$ cat config.mk
export PLATFORM = sky130hd
export DESIGN_NAME = sysad_ext_ctl
export DESIGN_NICKNAME = d
export VERILOG_FILES = /design/src/rtl/sysad_ext_ctl.sv
export SDC_FILE = /design/constraint.sdc
export NUM_CORES = 1
export LEC_CHECK = 0
export CORE_UTILIZATION = 30
export DETAILED_ROUTE_END_ITERATION = 8
export GPL_TIMING_DRIVEN = 0
export PLACE_DENSITY = 0.48
export SLEW_MARGIN = 25
export SYNTH_ARGS = -nofsm -noshare
export SYNTH_HDL_FRONTEND = slang
export SYNTH_SLANG_ARGS = --single-unit
$ cat constraint.sdc
create_clock -name sysclk -period 14.6 [get_ports sysclk]
set_input_delay 3.65 -clock sysclk [delete_from_list [all_inputs] [get_ports sysclk]]
set_output_delay 3.65 -clock sysclk [all_outputs]
set_load 0.02 [all_outputs]
$ cat src/rtl/sysad_ext_ctl.sv
// sysad_ext_ctl -- external-agent (RCP side) controller for the VR4300 SysAD bus.
//
// Accepts single and block read/write requests from the CPU, paces them with
// eok_l, gathers write data into an 8-word buffer, issues one backend request
// per transaction and returns read words to the CPU with evalid_l. The
// controller owns SysAD drive direction (sysad_oe); the tristate is built above.
//
// Ports
//   sysclk, reset_l          clock (rising edge) / asynchronous active-low reset
//   sysad_in, syscmd_in,     CPU-driven SysAD / SysCmd and address/data valid
//   pvalid_l
//   sysad_out, syscmd_out    read response data / command, sysad_oe enables drive
//   eok_l, evalid_l, ereq_l  external agent ready / data valid / request (held 1)
//   mem_req/we/addr/size/blk backend request, held until mem_ack
//   mem_wdata, mem_wvalid    write data stream to backend
//   mem_rdata/rvalid/rerr    read data stream from backend
//   cmd_err                  one-cycle pulse on any protocol error
module sysad_ext_ctl #(
  parameter int RSP_TIMEOUT = 64,
  parameter int WR_TIMEOUT  = 16
) (
  input  logic        sysclk,
  input  logic        reset_l,
  input  logic [31:0] sysad_in,
  input  logic [4:0]  syscmd_in,
  input  logic        pvalid_l,
  output logic [31:0] sysad_out,
  output logic [4:0]  syscmd_out,
  output logic        sysad_oe,
  output logic        eok_l,
  output logic        evalid_l,
  output logic        ereq_l,
  output logic        mem_req,
  output logic        mem_we,
  output logic [31:0] mem_addr,
  output logic [1:0]  mem_size,
  output logic        mem_blk,
  input  logic        mem_ack,
  output logic [31:0] mem_wdata,
  output logic        mem_wvalid,
  input  logic [31:0] mem_rdata,
  input  logic        mem_rvalid,
  input  logic        mem_rerr,
  output logic        cmd_err
);

  localparam logic [2:0] S_IDLE    = 3'd0;
  localparam logic [2:0] S_WDATA   = 3'd1;
  localparam logic [2:0] S_WMEM    = 3'd2;
  localparam logic [2:0] S_WSTREAM = 3'd3;
  localparam logic [2:0] S_RMEM    = 3'd4;
  localparam logic [2:0] S_RTURN   = 3'd5;
  localparam logic [2:0] S_RRSP    = 3'd6;

  localparam int TMAX = (RSP_TIMEOUT > WR_TIMEOUT) ? RSP_TIMEOUT : WR_TIMEOUT;
  localparam int TW   = $clog2(TMAX + 1);

  logic [2:0]    state_q, state_d;
  logic [3:0]    cnt_q, cnt_d;        // words captured / streamed / returned
  logic [3:0]    nwords_q, nwords_d;
  logic [TW-1:0] timer_q, timer_d;
  logic          err_q, err_d;        // sticky read error for this transaction
  logic          fill_q, fill_d;      // read timed out, error-filling the rest

  logic          eok_l_q, eok_l_d;
  logic          evalid_l_q, evalid_l_d;
  logic          sysad_oe_q, sysad_oe_d;
  logic [4:0]    syscmd_out_q, syscmd_out_d;
  logic [31:0]   sysad_out_q, sysad_out_d;
  logic          mem_req_q, mem_req_d;
  logic          mem_we_q, mem_we_d;
  logic [31:0]   mem_addr_q, mem_addr_d;
  logic [1:0]    mem_size_q, mem_size_d;
  logic          mem_blk_q, mem_blk_d;
  logic          mem_wvalid_q, mem_wvalid_d;
  logic [31:0]   mem_wdata_q, mem_wdata_d;
  logic          cmd_err_q, cmd_err_d;

  logic [31:0]   buf_q [8];
  logic          buf_we;

  logic          pv_addr, pv_data;
  logic [3:0]    last_idx;
  logic [TW-1:0] timer_inc;
  logic          is_last;
  logic          emit;
  logic [31:0]   emit_data;
  logic          emit_err;

  always_comb begin
    state_d      = state_q;
    cnt_d        = cnt_q;
    nwords_d     = nwords_q;
    timer_d      = timer_q;
    err_d        = err_q;
    fill_d       = fill_q;
    eok_l_d      = 1'b1;
    evalid_l_d   = 1'b1;
    sysad_oe_d   = sysad_oe_q;
    syscmd_out_d = syscmd_out_q;
    sysad_out_d  = sysad_out_q;
    mem_req_d    = mem_req_q;
    mem_we_d     = mem_we_q;
    mem_addr_d   = mem_addr_q;
    mem_size_d   = mem_size_q;
    mem_blk_d    = mem_blk_q;
    mem_wvalid_d = 1'b0;
    mem_wdata_d  = mem_wdata_q;
    cmd_err_d    = 1'b0;
    buf_we       = 1'b0;
    emit         = 1'b0;
    emit_data    = '0;
    emit_err     = 1'b0;

    pv_addr   = !pvalid_l && !syscmd_in[4];
    pv_data   = !pvalid_l &&  syscmd_in[4];
    last_idx  = nwords_q - 4'd1;
    timer_inc = timer_q + TW'(1);
    is_last   = (cnt_q == last_idx);

    // Read data with no read response in progress is dropped and flagged.
    if (mem_rvalid && state_q != S_RRSP) cmd_err_d = 1'b1;

    case (state_q)
      S_IDLE: begin
        eok_l_d = 1'b0;
        if (pv_data) begin
          cmd_err_d = 1'b1;
        end else if (pv_addr && !eok_l_q) begin
          if (syscmd_in[2] && syscmd_in[1:0] == 2'b11) begin
            cmd_err_d = 1'b1;
          end else begin
            eok_l_d    = 1'b1;
            mem_addr_d = sysad_in;
            mem_size_d = syscmd_in[1:0];
            mem_blk_d  = syscmd_in[2];
            mem_we_d   = syscmd_in[3];
            if (!syscmd_in[2]) begin
              nwords_d = 4'd1;
            end else begin
              case (syscmd_in[1:0])
                2'b00:   nwords_d = 4'd2;
                2'b01:   nwords_d = 4'd4;
                default: nwords_d = 4'd8;
              endcase
            end
            cnt_d   = '0;
            timer_d = '0;
            err_d   = 1'b0;
            fill_d  = 1'b0;
            if (syscmd_in[3]) begin
              state_d = S_WDATA;
            end else begin
              state_d   = S_RMEM;
              mem_req_d = 1'b1;
            end
          end
        end
      end

      S_WDATA: begin
        if (pv_addr) begin
          // A new address while write data is owed aborts the write.
          cmd_err_d = 1'b1;
          state_d   = S_IDLE;
        end else if (pv_data) begin
          timer_d = '0;
          // syscmd_in[3] is the "more data" marker: it must be clear exactly
          // on word N-1, so a marker equal to is_last is a framing error.
          if (syscmd_in[3] == is_last) begin
            cmd_err_d = 1'b1;
            state_d   = S_IDLE;
          end else begin
            buf_we = 1'b1;
            cnt_d  = cnt_q + 4'd1;
            if (is_last) begin
              state_d   = S_WMEM;
              mem_req_d = 1'b1;
            end
          end
        end else if (timer_inc == TW'(WR_TIMEOUT)) begin
          cmd_err_d = 1'b1;
          state_d   = S_IDLE;
        end else begin
          timer_d = timer_inc;
        end
      end

      S_WMEM: begin
        if (mem_ack) begin
          // First word goes out on the acknowledge edge itself.
          mem_req_d    = 1'b0;
          mem_wvalid_d = 1'b1;
          mem_wdata_d  = buf_q[0];
          cnt_d        = 4'd1;
          state_d      = (nwords_q == 4'd1) ? S_IDLE : S_WSTREAM;
        end
      end

      S_WSTREAM: begin
        mem_wvalid_d = 1'b1;
        mem_wdata_d  = buf_q[cnt_q[2:0]];
        cnt_d        = cnt_q + 4'd1;
        if (is_last) state_d = S_IDLE;
      end

      S_RMEM: begin
        if (mem_ack) begin
          mem_req_d = 1'b0;
          state_d   = S_RTURN;
        end
      end

      S_RTURN: begin
        // One dead cycle with SysAD undriven so the CPU can release the bus.
        sysad_oe_d = 1'b1;
        cnt_d      = '0;
        timer_d    = '0;
        state_d    = S_RRSP;
      end

      S_RRSP: begin
        if (cnt_q == nwords_q) begin
          // Final word is on the bus this cycle; release and return to idle.
          if (mem_rvalid || fill_q) cmd_err_d = 1'b1;
          sysad_oe_d = 1'b0;
          state_d    = S_IDLE;
        end else if (fill_q) begin
          if (mem_rvalid) cmd_err_d = 1'b1;
          emit     = 1'b1;
          emit_err = 1'b1;
        end else if (mem_rvalid) begin
          emit      = 1'b1;
          emit_data = mem_rdata;
          emit_err  = err_q | mem_rerr;
          timer_d   = '0;
        end else if (timer_inc == TW'(RSP_TIMEOUT)) begin
          fill_d   = 1'b1;
          emit     = 1'b1;
          emit_err = 1'b1;
        end else begin
          timer_d = timer_inc;
        end
      end

      default: state_d = S_IDLE;
    endcase

    if (emit) begin
      evalid_l_d   = 1'b0;
      sysad_out_d  = emit_data;
      err_d        = emit_err;
      syscmd_out_d = {1'b1, (cnt_q != last_idx), 1'b0, emit_err, 1'b0};
      cnt_d        = cnt_q + 4'd1;
    end
  end

  always_ff @(posedge sysclk or negedge reset_l) begin
    if (!reset_l) begin
      state_q      <= S_IDLE;
      cnt_q        <= '0;
      nwords_q     <= '0;
      timer_q      <= '0;
      err_q        <= 1'b0;
      fill_q       <= 1'b0;
      eok_l_q      <= 1'b1;
      evalid_l_q   <= 1'b1;
      sysad_oe_q   <= 1'b0;
      syscmd_out_q <= '0;
      sysad_out_q  <= '0;
      mem_req_q    <= 1'b0;
      mem_we_q     <= 1'b0;
      mem_addr_q   <= '0;
      mem_size_q   <= '0;
      mem_blk_q    <= 1'b0;
      mem_wvalid_q <= 1'b0;
      mem_wdata_q  <= '0;
      cmd_err_q    <= 1'b0;
    end else begin
      state_q      <= state_d;
      cnt_q        <= cnt_d;
      nwords_q     <= nwords_d;
      timer_q      <= timer_d;
      err_q        <= err_d;
      fill_q       <= fill_d;
      eok_l_q      <= eok_l_d;
      evalid_l_q   <= evalid_l_d;
      sysad_oe_q   <= sysad_oe_d;
      syscmd_out_q <= syscmd_out_d;
      sysad_out_q  <= sysad_out_d;
      mem_req_q    <= mem_req_d;
      mem_we_q     <= mem_we_d;
      mem_addr_q   <= mem_addr_d;
      mem_size_q   <= mem_size_d;
      mem_blk_q    <= mem_blk_d;
      mem_wvalid_q <= mem_wvalid_d;
      mem_wdata_q  <= mem_wdata_d;
      cmd_err_q    <= cmd_err_d;
    end
  end

  // Write buffer contents are only meaningful below cnt_q, so no reset needed.
  always_ff @(posedge sysclk) begin
    if (buf_we) buf_q[cnt_q[2:0]] <= sysad_in;
  end

  assign sysad_out  = sysad_out_q;
  assign syscmd_out = syscmd_out_q;
  assign sysad_oe   = sysad_oe_q;
  assign eok_l      = eok_l_q;
  assign evalid_l   = evalid_l_q;
  assign ereq_l     = 1'b1;
  assign mem_req    = mem_req_q;
  assign mem_we     = mem_we_q;
  assign mem_addr   = mem_addr_q;
  assign mem_size   = mem_size_q;
  assign mem_blk    = mem_blk_q;
  assign mem_wdata  = mem_wdata_q;
  assign mem_wvalid = mem_wvalid_q;
  assign cmd_err    = cmd_err_q;

endmodule

# ---- Word level (Yosys, flattened, before mapping)
# Memory sizes are Yosys's and may differ from the RTL's.
# Cells that the tools add are included.
dict set report op_classes {
  add_sub_neg 3
  eq_ne 44
  n_mux 99
  bitwise_logic 3
  reduce_logical 29
}
# cell count
set op_table {}
lappend op_table {{2-to-1 mux 32 bit} 5}
lappend op_table {{2-to-1 mux 7 bit} 10}
lappend op_table {{case mux 32 bit (2 select lines)} 1}
lappend op_table {{2-to-1 mux 1 bit} 51}
lappend op_table {{2-to-1 mux 3 bit} 13}
lappend op_table {{2-to-1 mux 4 bit} 9}
lappend op_table {{!= test 2 bit (second input constant)} 15}
lappend op_table {{!= test 3 bit (second input constant)} 10}
lappend op_table {{case mux 7 bit (4 select lines)} 1}
lappend op_table {{case mux 3 bit (7 select lines)} 1}
lappend op_table {{case mux 4 bit (5 select lines)} 1}
lappend op_table {{AND reduction 9 bit} 2}
lappend op_table {{AND reduction 10 bit} 1}
lappend op_table {{nonzero test 2 bit} 5}
lappend op_table {{equality test 3 bit (second input constant)} 3}
lappend op_table {{equality test 4 bit} 2}
lappend op_table {{case mux 4 bit (2 select lines)} 1}
lappend op_table {{AND reduction 4 bit} 2}
lappend op_table {{AND reduction 8 bit} 1}
lappend op_table {{adder 7 x 1 -> 7 bit (second input constant)} 1}
lappend op_table {{equality test 7 x 5 -> 1 bit (second input constant)} 1}
lappend op_table {{equality test 7 bit (second input constant)} 1}
lappend op_table {{equality test 3 x 2 -> 1 bit (second input constant)} 2}
lappend op_table {{case mux 1 bit (2 select lines)} 3}
lappend op_table {{26 further kinds} 36}
dict set report word_totals {
  regBits 129
  mem_bits_rw 256
  input_bits 75
  elab_cells 198
  mem_count 1
}
# memory depth word_bits read_ports rd_ports_with_merged_regs write_ports line_no
set memory_table {}
lappend memory_table {buf_q 8 32 2 0 1 79} ;# logic [31:0] buf_q [8];

# ---- Depth between registers and ports, before layout
dict set report logic_depth {
  depth_word 9
  mapped_depth 12
}

# ---- Worst setup path before layout
# OpenSTA, ideal clock, no wires.
dict set report synth_path {
  path_kind {in2reg}
  from {input syscmd_in[3]}
  to {memory buf_q[0][0], enable pin}
  setup_ns 0.461
  t_arrival_ns 6.629
  required_time_ns 14.139
  setup_slack_ns 7.510
  path_stages 4
  n_path_buf 0
  cell_sequence {ha_1 -> nor3b_2 -> nand4_1 -> nor3_1}
}
dict set report synth_via {
  elab_chain_len 7
}
# item line_no
set synth_rtl {}
lappend synth_rtl {{start: declaration} 25} ;# input logic [4:0] syscmd_in,
lappend synth_rtl {{equality test 1 bit} 170} ;# if (syscmd_in[3] == is_last) begin
lappend synth_rtl {{2-to-1 mux 1 bit} 170}
lappend synth_rtl {{2-to-1 mux 1 bit} 166} ;# end else if (pv_data) begin
lappend synth_rtl {{2-to-1 mux 1 bit} 162} ;# if (pv_addr) begin
lappend synth_rtl {{2-to-1 mux 1 bit} 124} ;# case (state_q)
lappend synth_rtl {{2-to-1 mux 1 bit} 304} ;# if (buf_we) buf_q[cnt_q[2:0]] <= sysad_in;
lappend synth_rtl {{2-to-1 mux 1 bit (implied by the code)} 304}
lappend synth_rtl {{end: declaration} 79}
# Every way passes these cells.

# ---- Final worst setup path
dict set report layout_path {
  from {input syscmd_in[3]}
  to {memory buf_q[1][1], enable pin}
}
# Same word-level chain as after synthesis.

==> impl_results.md <==
- WP depth: 7
- Area delta synth->final: 29.3%
- RSZ-0062 raised after global routing: false
- First-pass GRT wire length: 61600 um
- Slew Viols, Final: 0
- Gate Count Post-Synth: 1063
- Library cells used by synthesis: 68
- Reg2Reg Depth: 11
- H-Tree Depth: 2
- GP Congestion: 0.840
- Layout Cells excl Fill: 2020
- Tmin final: 6.33 ns
- CP arrival: 6.60 ns
- Diodes inserted: 0
- Clock sinks: 385
- Syn Std Cell Area: 15500 um2
- Yosys reg bits: 385
- Synth warnings: 0
- Full die area: 52500 um2
- Starting Density: 0.307
- Routed met3 length: 1910 um
- Top Metal Used: met4
- Dpl cells: 1939
- Vias post-DR: 9704
- Setup tns final: 0 ns
- Hold buffers post-CTS: 0
- Leak Pwr: 7.15 nW
- CP max-delay cell: nor3_2
- Clock Tree Root: clkbuf_16
- Post-DR wirelength/cell: 20.0 um
- Final hold slack: 0.464 ns
- PortBufs: 183
- Worst Tran Pin Value: 0.975 ns
- CP delay by family, top: simple AND/OR/NAND/NOR gates
- CP Launch Type: input pin
- Number of global-route vias before repair: 9810
- Core Footprint: 50500 um2
- Worst Path Buf+Inv: 3
- Clock latency on the worst-skew pair: 0.58 ns
- Async SR Flop Fraction: 0.335
- Layout Skew: 0.0185 ns
- Post-CTS resize count: 0
- Die Y: 229 um
- Initial antenna violation count: 0
- Num rows: 82
- Status: complete, no violations
- Layout cell share with drive strength beyond 1: 0.172
- Clk pin slew, worst setup/hold paths: 0.06 ns
- Largest fanout on the critical path: 8
- Post-Route WL: 40400 um
- FMAX: 158 MHz
- Hold WC Path Type: reg2reg
- Hold depth: 2
- Crit-path most repeated cell: buf_4
- Grt total ovfl: 0
- WS Path Type: in2reg
- Mean post-synth cell area: 14.6 um2
- Post-CTS Repair Setup Buffers: 0
- Final nets: 1393
- Register area share after synthesis: 0.705
- CP Capture Type: flop
- Post-synth EDFFs: 256
- Post-Route M1 WL: 18600 um
- Die span in x: 229 um
- Cell-by-cell trace of the critical path: clkdlybuf4s50_1 > ha_1 > nor3b_2 > nand4_1 > nor3_2 > buf_4 > buf_4
- PD cells: 182 nW/um2
- Largest stage delay, worst path: 0.69 ns
- Post-route ant nets: 0
- DRT Pass-1 Iters: 5
- Peak supply drop: 0.0930 mV
- Final setup viols: 0
- Largest net degree at the start of global routing: 73
- Final hold violation count: 0
- Final worst-path cycle share: 0.434
- GR Util All Layers: 0.154
- # DRC: 0
- Slew HR: 0.350
- Clk buf depth: 3
- HPWL after detailed placement: 27800 um
- CTS tree: yes
- Worst Path Required: 14.87 ns
- IO Pins: 187
- Leading register cell type out of synthesis: edfxtp_1
- Vias/cell: 4.80
- Iter 0 DRT Violations: 608
- Metal2 WL: 18900 um
- Max-cap viol count: 0
- Total CTS buffers: 44
## final cells by class
type                            instances  area, um2
Fill cell                            4822      30500
Sequential cell                       385      10900
Multi-Input combinational cell        598       4270
Timing Repair Buffer                  203       2200
Clock buffer                           62       1260
Tap cell                              672        841
Buffer                                 70        313
Clock inverter                         19        168
Inverter                               11       41.3
## layout by cell type (no fill, tap or decap), types with 5 or more instances in the layout
cell type        instances
a22oi_1                 63
inv_1                   10
nor3_1                   8
buf_1                   10
buf_4                   11
clkbuf_1                44
nand3_1                 40
mux4_2                  29
nand2_1                124
mux2_2                  64
clkbuf_16               44
clkbuf_8                 9
clkdlybuf4s50_1        182
edfxtp_1               256
ha_1                     5
a21oi_1                 47
mux2i_1                  6
dfrtp_1                127
buf_2                   19
nor2b_1                  8
xnor2_1                  9
buf_16                   9
clkinv_2                 8
nand2b_1                 6
nor2_1                  56
o21ai_0                 54
## Yosys cell counts, types with 3 or more instances
| library cell | n | area (um2) |
|---|---|---|
| edfxtp_1 | 256 | 7690 |
| dfrtp_1 | 127 | 3180 |
| nand2_1 | 124 | 465 |
| mux2_2 | 64 | 721 |
| a22oi_1 | 63 | 473 |
| nor2_1 | 60 | 225 |
| o21ai_0 | 54 | 270 |
| a21oi_1 | 47 | 235 |
| nand3_1 | 40 | 200 |
| clkbuf_1 | 35 | 131 |
| mux4_2 | 29 | 653 |
| buf_2 | 19 | 95.1 |
| buf_1 | 10 | 37.5 |
| inv_1 | 10 | 37.5 |
| nor2b_1 | 10 | 62.6 |
| nor3_1 | 10 | 50.1 |
| xnor2_1 | 9 | 78.8 |
| mux2i_1 | 6 | 60.1 |
| nand2b_1 | 6 | 37.5 |
| buf_4 | 5 | 37.5 |
| ha_1 | 5 | 62.6 |
| a22o_1 | 4 | 35.0 |
| nand4_1 | 4 | 25.0 |
| o211ai_1 | 4 | 30.0 |
| and2_1 | 3 | 18.8 |
| and3_1 | 3 | 18.8 |
| nor3b_1 | 3 | 22.5 |
| or4_1 | 3 | 22.5 |
## final timing paths
| path | startpoint | to | slack [ns] |
|---|---|---|---|
| max | syscmd_in[3] | buf_q[1][1] | 8.27 |
| min | sysad_out[14] | sysad_out[14] | 0.46 |
| max reg2reg | cnt_q[2] | buf_q[1][1] | 10.16 |
| min reg2reg | sysad_out[14] | sysad_out[14] | 0.46 |
| max in group asynchronous | reset_l | evalid_l | 10.82 |
| min in group asynchronous | reset_l | nwords_q[1] | 3.01 |
## registers in the layout (all words and copies together), names as in the netlist
name	cells
mem_size	2
cnt_q	4
mem_blk	1
mem_wvalid	1
fill_q	1
mem_addr	32
mem_req	1
eok_l	1
evalid_l	1
nwords_q	4
buf_q	256
cmd_err	1
sysad_out	32
syscmd_out	3
state_q	3
timer_q	7
mem_we	1
err_q	1
sysad_oe	1
mem_wdata	32
## routing by layer
metal  global-route usage  vias up
met3               0.0264       60
met2                0.249      239
met1                0.210     4909
li1                     -     4496
met4               0.0510        0
met5                    0        -
## cells by family after synthesis
logic type,after synthesis,share of synthesized area
flops,385,0.705
simple gates,282,0.0846
compound gates,199,0.0843
mux,99,0.0926
buf+inv,81,0.0229
xor+xnor,10,0.00566
fa+ha+maj,5,0.00404
other cells,2,0.000485
## per-stage QoR
step / power [W] / cell area [um2] / util / worst slack, ns
CTS: 0.00369 / 20000 / 0.396 / 8.25
detailed placement: 0.00259 / 18600 / 0.368 / 7.65
global route: 0.00382 / 20000 / 0.396 / 8.10
finish: 0.00363 / 20000 / 0.396 / 8.27
global placement: 0.00258 / 18200 / 0.360 / 3.80
floorplan: 0.00207 / 15500 / - / 7.51
## worst register-to-register path: stages, from the launching register on
cell and delay [ns]:
dfrtp_1 0.35, buf_2 0.18, xnor2_1 0.30, xnor2_1 0.14
nor4_2 0.64, inv_1 0.10, ha_1 0.34, nor3b_2 0.42
nand4_1 0.44, nor3_2 0.69, buf_4 0.32, buf_4 0.22
## report_power, final
part           switching, W  leakage (nW)  total, W  internal, W
registers         0.0000972          3.88   0.00143      0.00133
logic              0.000625          2.57   0.00112     0.000500
clock network      0.000455         0.699   0.00108     0.000624
Note: power is estimated with default switching activity, not from simulation.
